File: src/rtl/ofs_plat_prim_re_pipe_pkg.sv
// Shared types and helpers for the ready/enable skid pipeline.
// Holds the per-stage state encoding and the occupancy width calculation.
package ofs_plat_prim_re_pipe_pkg;

  typedef enum logic [1:0] {
    EMPTY,
    FULL1,
    FULL2
  } t_skid_state;

  // Width needed to count 0..2*n_stages beats; never narrower than one bit.
  function automatic int occ_bits(input int n_stages);
    return (n_stages < 1) ? 1 : $clog2(2 * n_stages + 1);
  endfunction

endpackage

File: src/rtl/ofs_plat_prim_ready_enable_skid_stage.sv
// One two-entry skid stage: main register plus skid register.
// Ready is decoded from registered state only, so no combinational ready path crosses the stage.
module ofs_plat_prim_ready_enable_skid_stage
  import ofs_plat_prim_re_pipe_pkg::*;
#(
  parameter int N_DATA_BITS = 32
)
(
  input  logic                   clk,
  input  logic                   reset,
  input  logic                   enable_in,
  input  logic [N_DATA_BITS-1:0] data_in,
  output logic                   ready_out,
  output logic                   enable_out,
  output logic [N_DATA_BITS-1:0] data_out,
  input  logic                   ready_in
);

  t_skid_state state_q, state_d;
  logic [N_DATA_BITS-1:0] main_q, main_d;
  logic [N_DATA_BITS-1:0] skid_q, skid_d;
  logic in_xfer, out_xfer;

  assign in_xfer  = enable_in && ready_out;
  assign out_xfer = enable_out && ready_in;

  always_ff @(posedge clk) begin
    if (reset) state_q <= EMPTY;
    else       state_q <= state_d;
  end

  always_comb begin
    state_d = state_q;
    case (state_q)
      EMPTY: if (in_xfer) state_d = FULL1;
      FULL1: begin
        if (in_xfer && !out_xfer)      state_d = FULL2;
        else if (!in_xfer && out_xfer) state_d = EMPTY;
      end
      FULL2: if (out_xfer) state_d = FULL1;
      default: state_d = EMPTY;
    endcase
  end

  always_comb begin
    enable_out = (state_q != EMPTY);
    ready_out  = (state_q != FULL2);
    data_out   = main_q;
  end

  // When full, the skid entry refills main as the head leaves; otherwise input lands in
  // main if main is free (or emptying this cycle) and in skid if main must hold.
  always_comb begin
    main_d = main_q;
    skid_d = skid_q;
    if (state_q == FULL2) begin
      if (out_xfer) main_d = skid_q;
    end else if (in_xfer) begin
      if ((state_q == EMPTY) || out_xfer) main_d = data_in;
      else                                skid_d = data_in;
    end
  end

  always_ff @(posedge clk) begin
    main_q <= main_d;
    skid_q <= skid_d;
  end

endmodule

File: src/rtl/ofs_plat_prim_ready_enable_pipe.sv
// Ready/enable pipeline of N_STAGES skid stages; N_STAGES=0 is a pure wire bypass.
// Define OFS_PLAT_PRIM_RE_PIPE_OCCUPANCY_EN to build the occupancy counter; otherwise it reads 0.
module ofs_plat_prim_ready_enable_pipe
  import ofs_plat_prim_re_pipe_pkg::*;
#(
  parameter  int N_DATA_BITS = 32,
  parameter  int N_STAGES    = 2,
  localparam int OCC_BITS    = occ_bits(N_STAGES)
)
(
  input  logic                   clk,
  input  logic                   reset,
  input  logic                   enable_from_src,
  input  logic [N_DATA_BITS-1:0] data_from_src,
  output logic                   ready_to_src,
  output logic                   enable_to_dst,
  output logic [N_DATA_BITS-1:0] data_to_dst,
  input  logic                   ready_from_dst,
  output logic [OCC_BITS-1:0]    occupancy
);

  if (N_STAGES == 0) begin : g_bypass
    wire bypass_unused = &{1'b0, clk, reset};

    assign ready_to_src  = ready_from_dst;
    assign enable_to_dst = enable_from_src;
    assign data_to_dst   = data_from_src;
    assign occupancy     = '0;
  end else begin : g_pipe
    logic                   en_chain   [N_STAGES+1];
    logic                   rdy_chain  [N_STAGES+1];
    logic [N_DATA_BITS-1:0] data_chain [N_STAGES+1];

    assign en_chain[0]         = enable_from_src;
    assign data_chain[0]       = data_from_src;
    assign rdy_chain[N_STAGES] = ready_from_dst;

    for (genvar i = 0; i < N_STAGES; i++) begin : g_stage
      ofs_plat_prim_ready_enable_skid_stage #(
        .N_DATA_BITS(N_DATA_BITS)
      ) stage (
        .clk        (clk),
        .reset      (reset),
        .enable_in  (en_chain[i]),
        .data_in    (data_chain[i]),
        .ready_out  (rdy_chain[i]),
        .enable_out (en_chain[i+1]),
        .data_out   (data_chain[i+1]),
        .ready_in   (rdy_chain[i+1])
      );
    end

    // Stages clear on the reset edge, but the source must also see no accepts while reset is high.
    assign ready_to_src  = rdy_chain[0] && !reset;
    assign enable_to_dst = en_chain[N_STAGES];
    assign data_to_dst   = data_chain[N_STAGES];

`ifdef OFS_PLAT_PRIM_RE_PIPE_OCCUPANCY_EN
    logic [OCC_BITS-1:0] occ_q, occ_d;
    logic src_xfer, dst_xfer;

    assign src_xfer = enable_from_src && ready_to_src;
    assign dst_xfer = enable_to_dst && ready_from_dst;

    always_comb begin
      occ_d = occ_q;
      if (src_xfer && !dst_xfer)      occ_d = occ_q + OCC_BITS'(1);
      else if (!src_xfer && dst_xfer) occ_d = occ_q - OCC_BITS'(1);
    end

    always_ff @(posedge clk) begin
      if (reset) occ_q <= '0;
      else       occ_q <= occ_d;
    end

    assign occupancy = occ_q;
`else
    assign occupancy = '0;
`endif
  end

endmodule

File: config.mk
export PLATFORM = sky130hd
export DESIGN_NAME = ofs_plat_prim_ready_enable_pipe
export DESIGN_NICKNAME = d
export VERILOG_FILES = /design/src/rtl/ofs_plat_prim_re_pipe_pkg.sv /design/src/rtl/ofs_plat_prim_ready_enable_skid_stage.sv /design/src/rtl/ofs_plat_prim_ready_enable_pipe.sv
export SDC_FILE = /design/constraint.sdc
export NUM_CORES = 1
export LEC_CHECK = 0
export CAP_MARGIN = 40
export CELL_PAD_IN_SITES_DETAIL_PLACEMENT = 0
export CELL_PAD_IN_SITES_GLOBAL_PLACEMENT = 2
export CORE_UTILIZATION = 39
export DETAILED_ROUTE_END_ITERATION = 16
export PLACE_DENSITY = 0.85
export SETUP_SLACK_MARGIN = 0.4
export SLEW_MARGIN = 20
export SYNTH_ARGS = -nofsm -noshare
export SYNTH_HDL_FRONTEND = slang
export SYNTH_SLANG_ARGS = --single-unit
export TNS_END_PERCENT = 1
File: constraint.sdc
create_clock -name clk -period 4.84 [get_ports clk]
set_input_delay 1.21 -clock clk [delete_from_list [all_inputs] [get_ports clk]]
set_output_delay 1.21 -clock clk [all_outputs]
set_load 0.01 [all_outputs]
# --- Word-level counts from Yosys, hierarchy flattened ---
# Index checks and enable logic that the tools add are counted.
# Widths: inputs -> output; s select.
word_totals:
  output_inout_bits: 37
  wordCells: 67
  in_bits: 36
  reg_bits: 132
op_classes:
  n_eq_ne: 12
  n_bitwise: 4
  n_reduce_logical: 28
  muxes: 17
op_table:
  columns: ["cell", "n"]
  rows:
  - ["$mux 32", 8]
  - ["$reduce_and 3->1", 6]
  - ["$mux 2", 7]
  - ["$pmux 2 s3", 2]
  - ["$reduce_bool 2->1", 6]
  - ["$logic_and 1x1->1", 8]
  - ["$ne 2x1->1 const B", 3]
  - ["$ne 2x2->1 const B", 3]
  - ["$ne 3x1->1 const B", 2]
  - ["$eq 2x1->1 const B", 2]
  - ["$eq 2x2->1 const B", 2]
  - ["$logic_not 1->1", 4]
  - ["$logic_not 2->1", 2]
  - ["$not 1->1", 4]
  - ["$logic_or 1x1->1", 2]

# --- Longest topological paths before layout ---
# Gate-level depths: netlist (run 1).
depth:
  word_depth: 7
  ltp_mapped: 5
  depth_no_buf: 3

# --- Cells and area by module ---
# A second synthesis (run 1) with hierarchy kept.
unflattened:
  hier_cells: 379
  area_unflattened_um2: 4999.8
modules_own_cells:
  columns: ["module", "area_each_um2", "instances", "cells_per_inst", "seq_area_each_um2"]
  rows:
  - ["ofs_plat_prim_ready_enable_skid_stage", 2479.9, 2, 187, 1961.9]
  - ["ofs_plat_prim_ready_enable_pipe", 40.0, 1, 5, 0.0]

# --- Worst setup path after synthesis (run 1) ---
# No wires, ideal clock.
synth_path:
  path_kind: "input to register"
  start: "in enable_from_src"
  end: "reg g_pipe.g_stage[0].stage.main_q[0] (enable)"
  required_ps: 4374
  setup_slack_ps: 834
  setup_ps: 466
  n_path_buf: 0
  t_arrival_ps: 3541
  cell_stages: 2
  cell_sequence: "nand2b_1 -> o21ai_0"
synth_via:
  elab_chain_len: 3
synth_rtl:
  columns: ["item", "line_no", "rtl"]
  rows:
  - ["start, declared", "ofs_plat_prim_ready_enable_pipe.sv:13", "input logic enable_from_src,"]
  - ["$logic_and 1x1->1", "ofs_plat_prim_ready_enable_skid_stage.sv:24", "assign in_xfer = enable_in && ready_out;"]
  - ["$reduce_bool 2->1 (no line)", null, null]
  - ["$reduce_and 3->1 (no line)", null, null]
  - ["end signal, assigned", "ofs_plat_prim_ready_enable_skid_stage.sv:65", "main_q <= main_d;"]
  - ["end, declared", "ofs_plat_prim_ready_enable_skid_stage.sv:20", "logic [N_DATA_BITS-1:0] main_q, main_d;"]
# Every way passes these cells.
# A chain may end at the register's enable or synchronous reset.

# --- Worst setup path in the final report (run 1) ---
layout_path:
  start: "in reset"
  end: "out ready_to_src"
layout_via:
  elab_chain_len: 2
layout_rtl:
  columns: ["item", "line_no", "rtl"]
  rows:
  - ["start, declared", "ofs_plat_prim_ready_enable_pipe.sv:12", "input logic reset,"]
  - ["$logic_not 1->1", "ofs_plat_prim_ready_enable_pipe.sv:54", "assign ready_to_src = rdy_chain[0] && !reset;"]
  - ["$logic_and 1x1->1", "ofs_plat_prim_ready_enable_pipe.sv:54", null]
  - ["end, declared", "ofs_plat_prim_ready_enable_pipe.sv:15", "output logic ready_to_src,"]
# Every way passes these cells.

==> run metrics, run 1 <==
Power Density=446 nW/um2; GRT overflow=0; Design Power=0.00296 W; hold depth=0; fmax=0.278 GHz; Synth-to-Final Area Change=25.6%; H-tree depth=4; antenna cells=0; Yosys Warn Count=0; total number of vias=2533; Placer Congestion=0.681; Seq/Total Area, Yosys=74.1%; PortBufs=69; max cap viols=0; EDFF count, synth=128; max-slew violation count=0; Levels on crit path=3; syn avg cell area=15.7 um2; peak supply drop=0.222 mV; Max Buffers Root-to-Sink=2; Relative slew margins=46.4%; Wirelength per Cell=14.4 um; R2R setup slack=2.50 ns; RSZ-0062 raised after global routing=no; Antenna Nets Post-Route=0; crit-path cells=clkdlybuf4s50_1 -> nor2_1 -> clkdlybuf4s50_1; combinational power share=5.5%; final setup vio count=0; Yosys top cell area share=72.6%; Post-Syn Instances=337; LEAKAGE=2.42 nW; clk sink count=132; post-CTS setup buffers=0; Reg2Reg Depth=2; Final Hold Fails=0; first-pass GRT wire length=13300 um; Final #Nets=421; clock skew=0.00891 ns; Netlist cell types=27; count leader, synth=edfxtp_1; pin count of the biggest net entering global routing=37; critical path launch point type=primary input; Final min period=3.59 ns; Pint=0.00242 W; hold_buf cts=0; WP buf/inv=2; HP Start=g_pipe.g_stage[0].stage.data_out[16]$_DFFE_PP_; DPL Wire Length=5180 um; asr flop ratio synth=0%; Hold Path End=g_pipe.g_stage[1].stage.skid_q[16]$_DFFE_PP_; Core Region=13200 um2; vias per inst=4.41; initial antenna violation count=0; crit-path max FO=6; setup TNS=0 ns; commonest register cell after synthesis=edfxtp_1; die width=119 um; FP Rows=42; CP max stage cell=clkdlybuf4s50_1; Post-synth top cells=edfxtp_1 (128), nand2_1 (98), buf_4 (35); initial DRC count=149; r2r startpoint=g_pipe.g_stage[1].stage.state_q[1]$_SDFFE_PP0P_; cell family with most CP delay=buffers and inverters; WP data arrival=2.38 ns; Worst-path clk slew=0.06 ns; Seq pwr share=45.0%; CTS resizes=0; DR pass1 iterations=4; clock root buffer=clkbuf_16; Yosys reg bits=132; kind of critical path=in -> out; Crit Reg-Reg Endpoint=g_pipe.g_stage[0].stage.skid_q[13]$_DFFE_PP_; status=finished clean; Hold WC Path Type=reg -> reg; number of global-route vias before repair=2604; crit share post-route=74.2%; layout cell share with drive strength beyond 1=19.1%; Die Ht=119 um; gr usage total=13.0%; area leader, netlist=edfxtp_1; TritonCTS clock tree=done; Initial Util=40.0%; I/O pin total=73; synth top area cells=edfxtp_1 (73%), mux2_4 (7.4%), nand2_1 (6.9%); worst skew pair latency=0.41 ns; most used cell along the critical path=clkdlybuf4s50_1; Worst-Margin Slew=0.802 ns; slowest stage delay, CP=0.55 ns; Critical Path End Type=output port; Mapped Area=5290 um2; area of the die=14000 um2; Critical Path RT=3.63 ns; DR DRC count=0; Clk pwr share=49.5%; Sw Share=18.4%; switching pwr=0.000545 W; DRT Wirelength=8270 um; Num CTS Buffers=17
## power by group through the flow
| stage | Sequential [W] | Clock, W | Combinational [W] |
|---|---|---|---|
| CTS | 0.00133 | 0.00150 | 0.000164 |
| floorplan | 0.00135 | 0 | 0.0000952 |
| global route | 0.00134 | 0.00154 | 0.000179 |
| finish | 0.00133 | 0.00147 | 0.000164 |
| detailed placement | 0.00136 | 0 | 0.000164 |
| global placement | 0.00136 | 0 | 0.000156 |
## cells in the final DEF (no fill, tap or decap), drive strengths merged, types with 3 or more instances in the layout
cell / n
nor2: 3
nand2: 98
conb: 3
edfxtp: 128
dfxtp: 4
clkdlybuf4s50: 69
bufinv: 7
mux2: 32
buf: 5
o21ai: 5
clkbuf: 17
clkinv: 6
nor2b: 3
## state kept, by name, indices dropped and copies added (netlist names)
signal and flops:
g_pipe.g_stage.stage.data_out 64, g_pipe.g_stage.stage.skid_q 64, g_pipe.g_stage.stage.state_q 4
## cell families after synthesis
| group | after synthesis | share of synthesized area [%] |
|---|---|---|
| flops | 132 | 74.1 |
| simple gates | 114 | 8.93 |
| buf+inv | 48 | 7.14 |
| mux | 32 | 8.65 |
| compound gates | 10 | 1.09 |
| other cells | 1 | 0.0708 |
## routing by layer
metal | global-route usage (%) | wire, um
met1 | 15.2 | 3520
met4 | 7.59 | 143
met5 | 0 | 0
met2 | 21.1 | 4250
met3 | 4.05 | 358
## through the flow
step                instances  setup WS (ns)  hold WS (ns)  util, %  area (um2)
finish                    574           1.25         0.446     50.2        6650
global route              574           1.16         0.455     50.2        6650
CTS                       573           1.23         0.446     50.0        6630
detailed placement        541           1.24         0.431     44.9        5940
global placement          539           1.22         0.430     44.5        5890
floorplan                 339          0.834         0.426        -        5300
## worst reg2reg max path, delay by kind of cell, from the launching register on
family	cells	cell delay [ns]
simple gates	2	1.54
flops	1	0.40
## how the worst max path moves through the flow
stage	from	to	slack, ns
after CTS	reset	ready_to_src	1.23
after floorplan	enable_from_src	g_pipe.g_stage[0].stage.data_out[0]$_DFFE_PP_	0.83
after global routing	reset	ready_to_src	1.16
after global placement	reset	ready_to_src	1.22
final	reset	ready_to_src	1.25
after detailed placement	reset	ready_to_src	1.24
## cell type report
| type | count | area (um2) |
|---|---|---|
| inverters | 1 | 3.75 |
| repair buffers | 74 | 781 |
| clock buffers | 17 | 425 |
| fillers | 1124 | 6600 |
| multi-input cells | 159 | 1030 |
| clock inverters | 15 | 260 |
| flip-flops and latches | 132 | 3920 |
| well taps | 176 | 220 |
Note: power is estimated with default switching activity, not from simulation.
==> inputs of run 2 (changes only) <==
--- a/config.mk
+++ b/config.mk
@@ -8,9 +8,9 @@
 export CAP_MARGIN = 40
 export CELL_PAD_IN_SITES_DETAIL_PLACEMENT = 0
 export CELL_PAD_IN_SITES_GLOBAL_PLACEMENT = 2
-export CORE_UTILIZATION = 39
+export CORE_UTILIZATION = 35
 export DETAILED_ROUTE_END_ITERATION = 16
-export PLACE_DENSITY = 0.85
+export PLACE_DENSITY = 0.81
 export SETUP_SLACK_MARGIN = 0.4
 export SLEW_MARGIN = 20
 export SYNTH_ARGS = -nofsm -noshare
==> constraint.sdc (replaced) <==
create_clock -name clk -period 3.1 [get_ports clk]
set_input_delay 0.775 -clock clk [delete_from_list [all_inputs] [get_ports clk]]
set_output_delay 0.775 -clock clk [all_outputs]
set_load 0.01 [all_outputs]
==> run metrics, run 2 (same netlist as run 1, synthesis figures left out) <==
max-slew violation count=0 (unchanged); Fillers=1313 (was 1124); initial antenna violation count=0 (unchanged); multi-input logic area=1040 um2 (was 1030 um2); CP startpoint=reset (unchanged); Hold WC Path Type=reg -> reg (unchanged); clock skew=0.00970 ns (was 0.00891 ns); final setup vio count=0 (unchanged); H-tree depth=4 (unchanged); Initial Util=36.2% (was 40.0%); Relative slew margins=59.4% (was 46.4%); Worst-path clk slew=0.06 ns (about the same); Power Density=664 nW/um2 (was 446 nW/um2); status=finished with violations (was finished clean); initial DRC count=146 (was 149); Final #Nets=423 (was 421); r2r startpoint=g_pipe.g_stage[0].stage.state_q[1]$_SDFFE_PP0P_ (was g_pipe.g_stage[1].stage.state_q[1]$_SDFFE_PP0P_); Die Ht=125 um (was 119 um); I/O pin total=73 (unchanged); slowest stage delay, CP=0.54 ns (was 0.55 ns); Hold Path End=g_pipe.g_stage[1].stage.skid_q[26]$_DFFE_PP_ (was g_pipe.g_stage[1].stage.skid_q[16]$_DFFE_PP_); DRT Wirelength=8450 um (was 8270 um); CTS resizes=1 (was 0); Register Area=3920 um2 (unchanged); layout cell share with drive strength beyond 1=18.5% (was 19.1%); Wirelength per Cell=14.5 um (was 14.4 um); Crit Reg-Reg Endpoint=g_pipe.g_stage[0].stage.data_out[11]$_DFFE_PP_ (was g_pipe.g_stage[0].stage.skid_q[13]$_DFFE_PP_); crit-path max FO=6 (unchanged); Max Buffers Root-to-Sink=2 (unchanged); LEAKAGE=2.38 nW (was 2.42 nW); Critical Path RT=2.32 ns (was 3.63 ns); fmax=0.399 GHz; die width=125 um (was 119 um); Critical Path End Type=output port (unchanged); most frequent cells in the layout=edfxtp_1 (128), nand2_1 (97), clkdlybuf4s50_1 (68), mux2_4 (26), clkbuf_16 (17) (was edfxtp_1 (128), nand2_1 (97), clkdlybuf4s50_1 (69), mux2_4 (26), clkbuf_16 (17)); antenna cells=0 (unchanged); gr usage total=11.7% (was 13.0%); critical path launch point type=primary input (unchanged); DR pass1 iterations=10 (was 4); Finished Layout Cells=584 (was 574); cell count after placement=552 (was 541); crit-path cells=dlygate4sd2_1 -> nor2_1 -> clkdlybuf4s50_1 (was clkdlybuf4s50_1 -> nor2_1 -> clkdlybuf4s50_1); WP buf/inv=2 (unchanged); crit share post-route=80.9%; Core Region=14600 um2 (was 13200 um2); Design Power=0.00434 W (was 0.00296 W); Antenna Nets Post-Route=0 (unchanged); setup TNS=0 ns (unchanged); PortBufs=69 (unchanged); Reg2Reg Depth=5 (was 2); failing checks=design-rule violations; max cap viols=0 (unchanged); TritonCTS clock tree=done (unchanged); CP max stage cell=clkdlybuf4s50_1 (unchanged); Num CTS Buffers=17 (unchanged); worst skew pair latency=0.41 ns (about the same); DR DRC count=6 (was 0); kind of critical path=in -> out (unchanged); Synth-to-Final Area Change=23.7% (was 25.6%); clk sink count=132 (unchanged); Final Hold Fails=0 (unchanged); Final min period=2.51 ns; clock root buffer=clkbuf_16 (unchanged); DPL Wire Length=5440 um (was 5180 um); cell family with most CP delay=buffers and inverters (unchanged); vias per inst=4.42 (was 4.41); number of global-route vias before repair=2604 (unchanged); peak supply drop=0.340 mV (was 0.222 mV); RSZ-0062 raised after global routing=no (unchanged); pin count of the biggest net entering global routing=36 (was 37); most common cell after layout, fill and taps aside=edfxtp_1 (unchanged); post-CTS setup buffers=0 (unchanged); R2R setup slack=0.86 ns (was 2.50 ns); WP data arrival=1.73 ns (was 2.38 ns); area of the die=15600 um2 (was 14000 um2); FP Rows=44 (was 42); area of placed instances=5950 um2 (was 5940 um2); Final Instance Area=6550 um2 (was 6650 um2); GRT overflow=0 (unchanged); Placer Congestion=0.690 (was 0.681); hold_buf cts=0 (unchanged); first-pass GRT wire length=13600 um (was 13300 um); total number of vias=2581 (was 2533); Worst-Margin Slew=0.609 ns (was 0.802 ns); hold depth=0 (unchanged); HP Start=g_pipe.g_stage[0].stage.data_out[26]$_DFFE_PP_ (was g_pipe.g_stage[0].stage.data_out[16]$_DFFE_PP_)
==> run 2: routing by layer <==
layer	part of all wire, %	global-route usage [%]
met1	42	13.3
met5	0	0
met3	4.2	3.68
met2	51	19.5
met4	2.5	7.03
==> run 2: per-stage QoR <==
step	util [%]	setup WS, ns	hold WS (ns)
after floorplan	-	0.508	0.426
after CTS	44.7	0.585	0.447
final	44.7	0.593	0.444
after global routing	44.7	0.530	0.459
after detailed placement	40.6	0.362	0.433
after global placement	40.6	0.360	0.431
==> run 2: how the worst max path moves through the flow <==
stage	cells after the start	slack, ns	end
3_3_place_gp	3	0.36	ready_to_src
2_1_floorplan	2	0.51	g_pipe.g_stage[1].stage.state_q[0]$_SDFFE_PP0P_
4_1_cts	3	0.59	ready_to_src
3_5_place_dp	3	0.36	ready_to_src
5_1_grt	3	0.53	ready_to_src
6_report	3	0.59	ready_to_src
==> run 2: power by group <==
group          leakage (nW)  internal (W)  total [W]  switching (W)
sequential             1.23       0.00205    0.00208      0.0000293
combinational         0.854      0.000138   0.000250       0.000112
clock                 0.288       0.00133    0.00201       0.000681
==> run 2: worst reg2reg max path, stage by stage, from the launching register on <==
cell	delay, ns
dfxtp_1	0.42
nor2b_4	0.18
buf_4	0.51
o21ai_0	0.26
o21ai_4	0.10
buf_4	0.40
==> run 2: cell type report <==
cell class                 count  share of cell area, %
clock buffer                  20                   6.67
clock inverter                12                   2.47
inverter                       1                 0.0573
multi-input combinational    159                   15.8
sequential                   132                   59.9
tap                          184                   3.52
timing repair buffer          76                   11.5
==> inputs of run 3 (changes only) <==
--- a/config.mk
+++ b/config.mk
@@ -8,9 +8,9 @@
 export CAP_MARGIN = 40
 export CELL_PAD_IN_SITES_DETAIL_PLACEMENT = 0
 export CELL_PAD_IN_SITES_GLOBAL_PLACEMENT = 2
-export CORE_UTILIZATION = 35
+export CORE_UTILIZATION = 39
 export DETAILED_ROUTE_END_ITERATION = 16
-export PLACE_DENSITY = 0.81
+export PLACE_DENSITY = 0.85
 export SETUP_SLACK_MARGIN = 0.4
 export SLEW_MARGIN = 20
 export SYNTH_ARGS = -nofsm -noshare
==> constraint.sdc (replaced) <==
create_clock -name clk -period 2.61 [get_ports clk]
set_input_delay 0.6525 -clock clk [delete_from_list [all_inputs] [get_ports clk]]
set_output_delay 0.6525 -clock clk [all_outputs]
set_load 0.01 [all_outputs]
==> run metrics, run 3 (same netlist as run 1, synthesis figures left out) <==
status=finished clean (was finished with violations); Worst-path clk slew=0.05 ns (was 0.06 ns); multi-input logic area=1040 um2 (unchanged); Die Ht=119 um (was 125 um); area of the die=14000 um2 (was 15600 um2); CP startpoint=g_pipe.g_stage[1].stage.state_q[0]$_SDFFE_PP0P_ (was reset); DR pass1 iterations=4 (was 10); gr usage total=12.8% (was 11.7%); kind of critical path=reg -> out (was in -> out); Power Density=782 nW/um2 (was 664 nW/um2); Critical Path End Type=output port (unchanged); DPL Wire Length=5420 um (was 5440 um); RSZ-0062 raised after global routing=no (unchanged); crit-path cells=nor2_1 -> inv_1 -> clkdlybuf4s50_1 (was dlygate4sd2_1 -> nor2_1 -> clkdlybuf4s50_1); pin count of the biggest net entering global routing=36 (unchanged); clock skew=0.00806 ns (was 0.00970 ns); most common cell after layout, fill and taps aside=edfxtp_1 (unchanged); met2 Track Usage GR=20.8% (was 19.5%); Levels on crit path=3 (unchanged); CP max stage cell=clkdlybuf4s50_1 (unchanged); Design Power=0.00516 W (was 0.00434 W); Final Hold Fails=0 (unchanged); Final min period=2.12 ns; slowest stage delay, CP=0.53 ns (was 0.54 ns); GRT overflow=0 (unchanged); hold_buf cts=0 (unchanged); worst skew pair latency=0.41 ns (about the same); Hold WC Path Type=reg -> reg (unchanged); peak supply drop=0.306 mV (was 0.340 mV); fmax=0.472 GHz; die width=119 um (was 125 um); Antenna Nets Post-Route=0 (unchanged); HP Start=g_pipe.g_stage[0].stage.data_out[12]$_DFFE_PP_ (was g_pipe.g_stage[0].stage.data_out[26]$_DFFE_PP_); LEAKAGE=2.41 nW (was 2.38 nW); DR DRC count=0 (was 6); clk sink count=132 (unchanged); Synth-to-Final Area Change=24.5% (was 23.7%); most frequent cells in the layout=edfxtp_1 (128), nand2_1 (97), clkdlybuf4s50_1 (68), mux2_4 (26), clkbuf_16 (17) (unchanged); initial antenna violation count=0 (unchanged); crit-path max FO=6 (unchanged); Initial Util=40.0% (was 36.2%); r2r startpoint=g_pipe.g_stage[0].stage.state_q[1]$_SDFFE_PP0P_ (unchanged); PortBufs=69 (unchanged); antenna cells=0 (unchanged); Num CTS Buffers=17 (unchanged); cell family with most CP delay=buffers and inverters (unchanged); number of global-route vias before repair=2552 (was 2604); met1 Use GR=14.5% (was 13.3%); FP Rows=42 (was 44); max-slew violation count=0 (unchanged); Critical Path RT=1.96 ns (was 2.32 ns); total number of vias=2558 (was 2581); Fillers=1128 (was 1313); critical path launch point type=register (was primary input); TritonCTS clock tree=done (unchanged); WP buf/inv=2 (unchanged); Register Area=3930 um2 (was 3920 um2); Wirelength per Cell=14.3 um (was 14.5 um); layout cell share with drive strength beyond 1=20.0% (was 18.5%); Top Usage Layer GRT=met2 (unchanged); crit share post-route=81.1%; first-pass GRT wire length=13100 um (was 13600 um); WP data arrival=1.47 ns (was 1.73 ns); I/O pin total=73 (unchanged); Final #Nets=426 (was 423); DRT Wirelength=8280 um (was 8450 um); final setup vio count=0 (unchanged); Final Util=49.8% (was 44.7%); vias per inst=4.43 (was 4.42); Placer Congestion=0.788 (was 0.690); max cap viols=0 (unchanged); initial DRC count=157 (was 146); met3 GRT Util=4.58% (was 3.68%); H-tree depth=4 (unchanged); Core Region=13200 um2 (was 14600 um2); post-CTS setup buffers=0 (unchanged); clock root buffer=clkbuf_16 (unchanged); Max Buffers Root-to-Sink=2 (unchanged); Reg2Reg Depth=5 (unchanged); hold depth=0 (unchanged); setup TNS=0 ns (unchanged)
==> run 3: cell count changes in the layout (fill, tap and decap cells not counted) <==
cell / before / now
buf_12: 1 / 4
clkinv_2: 2 / 3
clkbuf_1: 3 / 0
dfxtp_1: 4 / 2
dfxtp_2: 0 / 2
==> run 3: routing by layer <==
layer | part of all wire [%] | vias to the layer above
met5 | 0 | -
met1 | 41 | 1207
met4 | 2.7 | 0
li1 | - | 1264
met2 | 50 | 67
met3 | 5.5 | 20
==> run 3: final timing paths <==
check                           slack (ns)                                              to
worst max register to register        0.73  g_pipe.g_stage[0].stage.data_out[12]$_DFFE_PP_
worst min-delay path                  0.44    g_pipe.g_stage[1].stage.skid_q[12]$_DFFE_PP_
worst min register to register        0.44    g_pipe.g_stage[1].stage.skid_q[12]$_DFFE_PP_
worst max-delay path                  0.49                                   enable_to_dst
==> run 3: worst register-to-register path: cells and delay by family, from the launching register on <==
kind            cells  cell delay [ns]
buf+inv             2             0.57
flops               1             0.43
compound gates      2             0.36
simple gates        1             0.21
==> run 3: repair_timing <==
item | in CTS | in global routing
setup endpoints to repair | 2 | 1
hold endpoints to repair | 0 | 0
cloned | 0 | 0
resized for setup | 1 | 2
==> run 3: layout make-up <==
cell class | count | area share, %
multi-input combinational | 159 | 15.7
timing repair buffer | 79 | 12.4
clock inverter | 13 | 2.52
sequential | 132 | 59.6
clock buffer | 17 | 6.45
tap | 176 | 3.34
inverter | 1 | 0.0569
==> run 3: power by group <==
group | internal (W) | switching [W] | leakage [nW]
clock network | 0.00157 | 0.000812 | 0.288
logic | 0.000172 | 0.000135 | 0.882
registers | 0.00244 | 0.0000351 | 1.24
total | 0.00418 | 0.000982 | 2.41
==> run 3: stage by stage <==
step | cell area, um2 | instances | hold slack, ns | setup WS, ns
2_1_floorplan | 5310 | 339 | 0.426 | 0.140
3_3_place_gp | 6000 | 547 | 0.429 | 0.241
3_5_place_dp | 6000 | 547 | 0.432 | 0.249
4_1_cts | 6590 | 577 | 0.446 | 0.398
5_1_grt | 6590 | 577 | 0.456 | 0.430
6_report | 6590 | 577 | 0.444 | 0.492
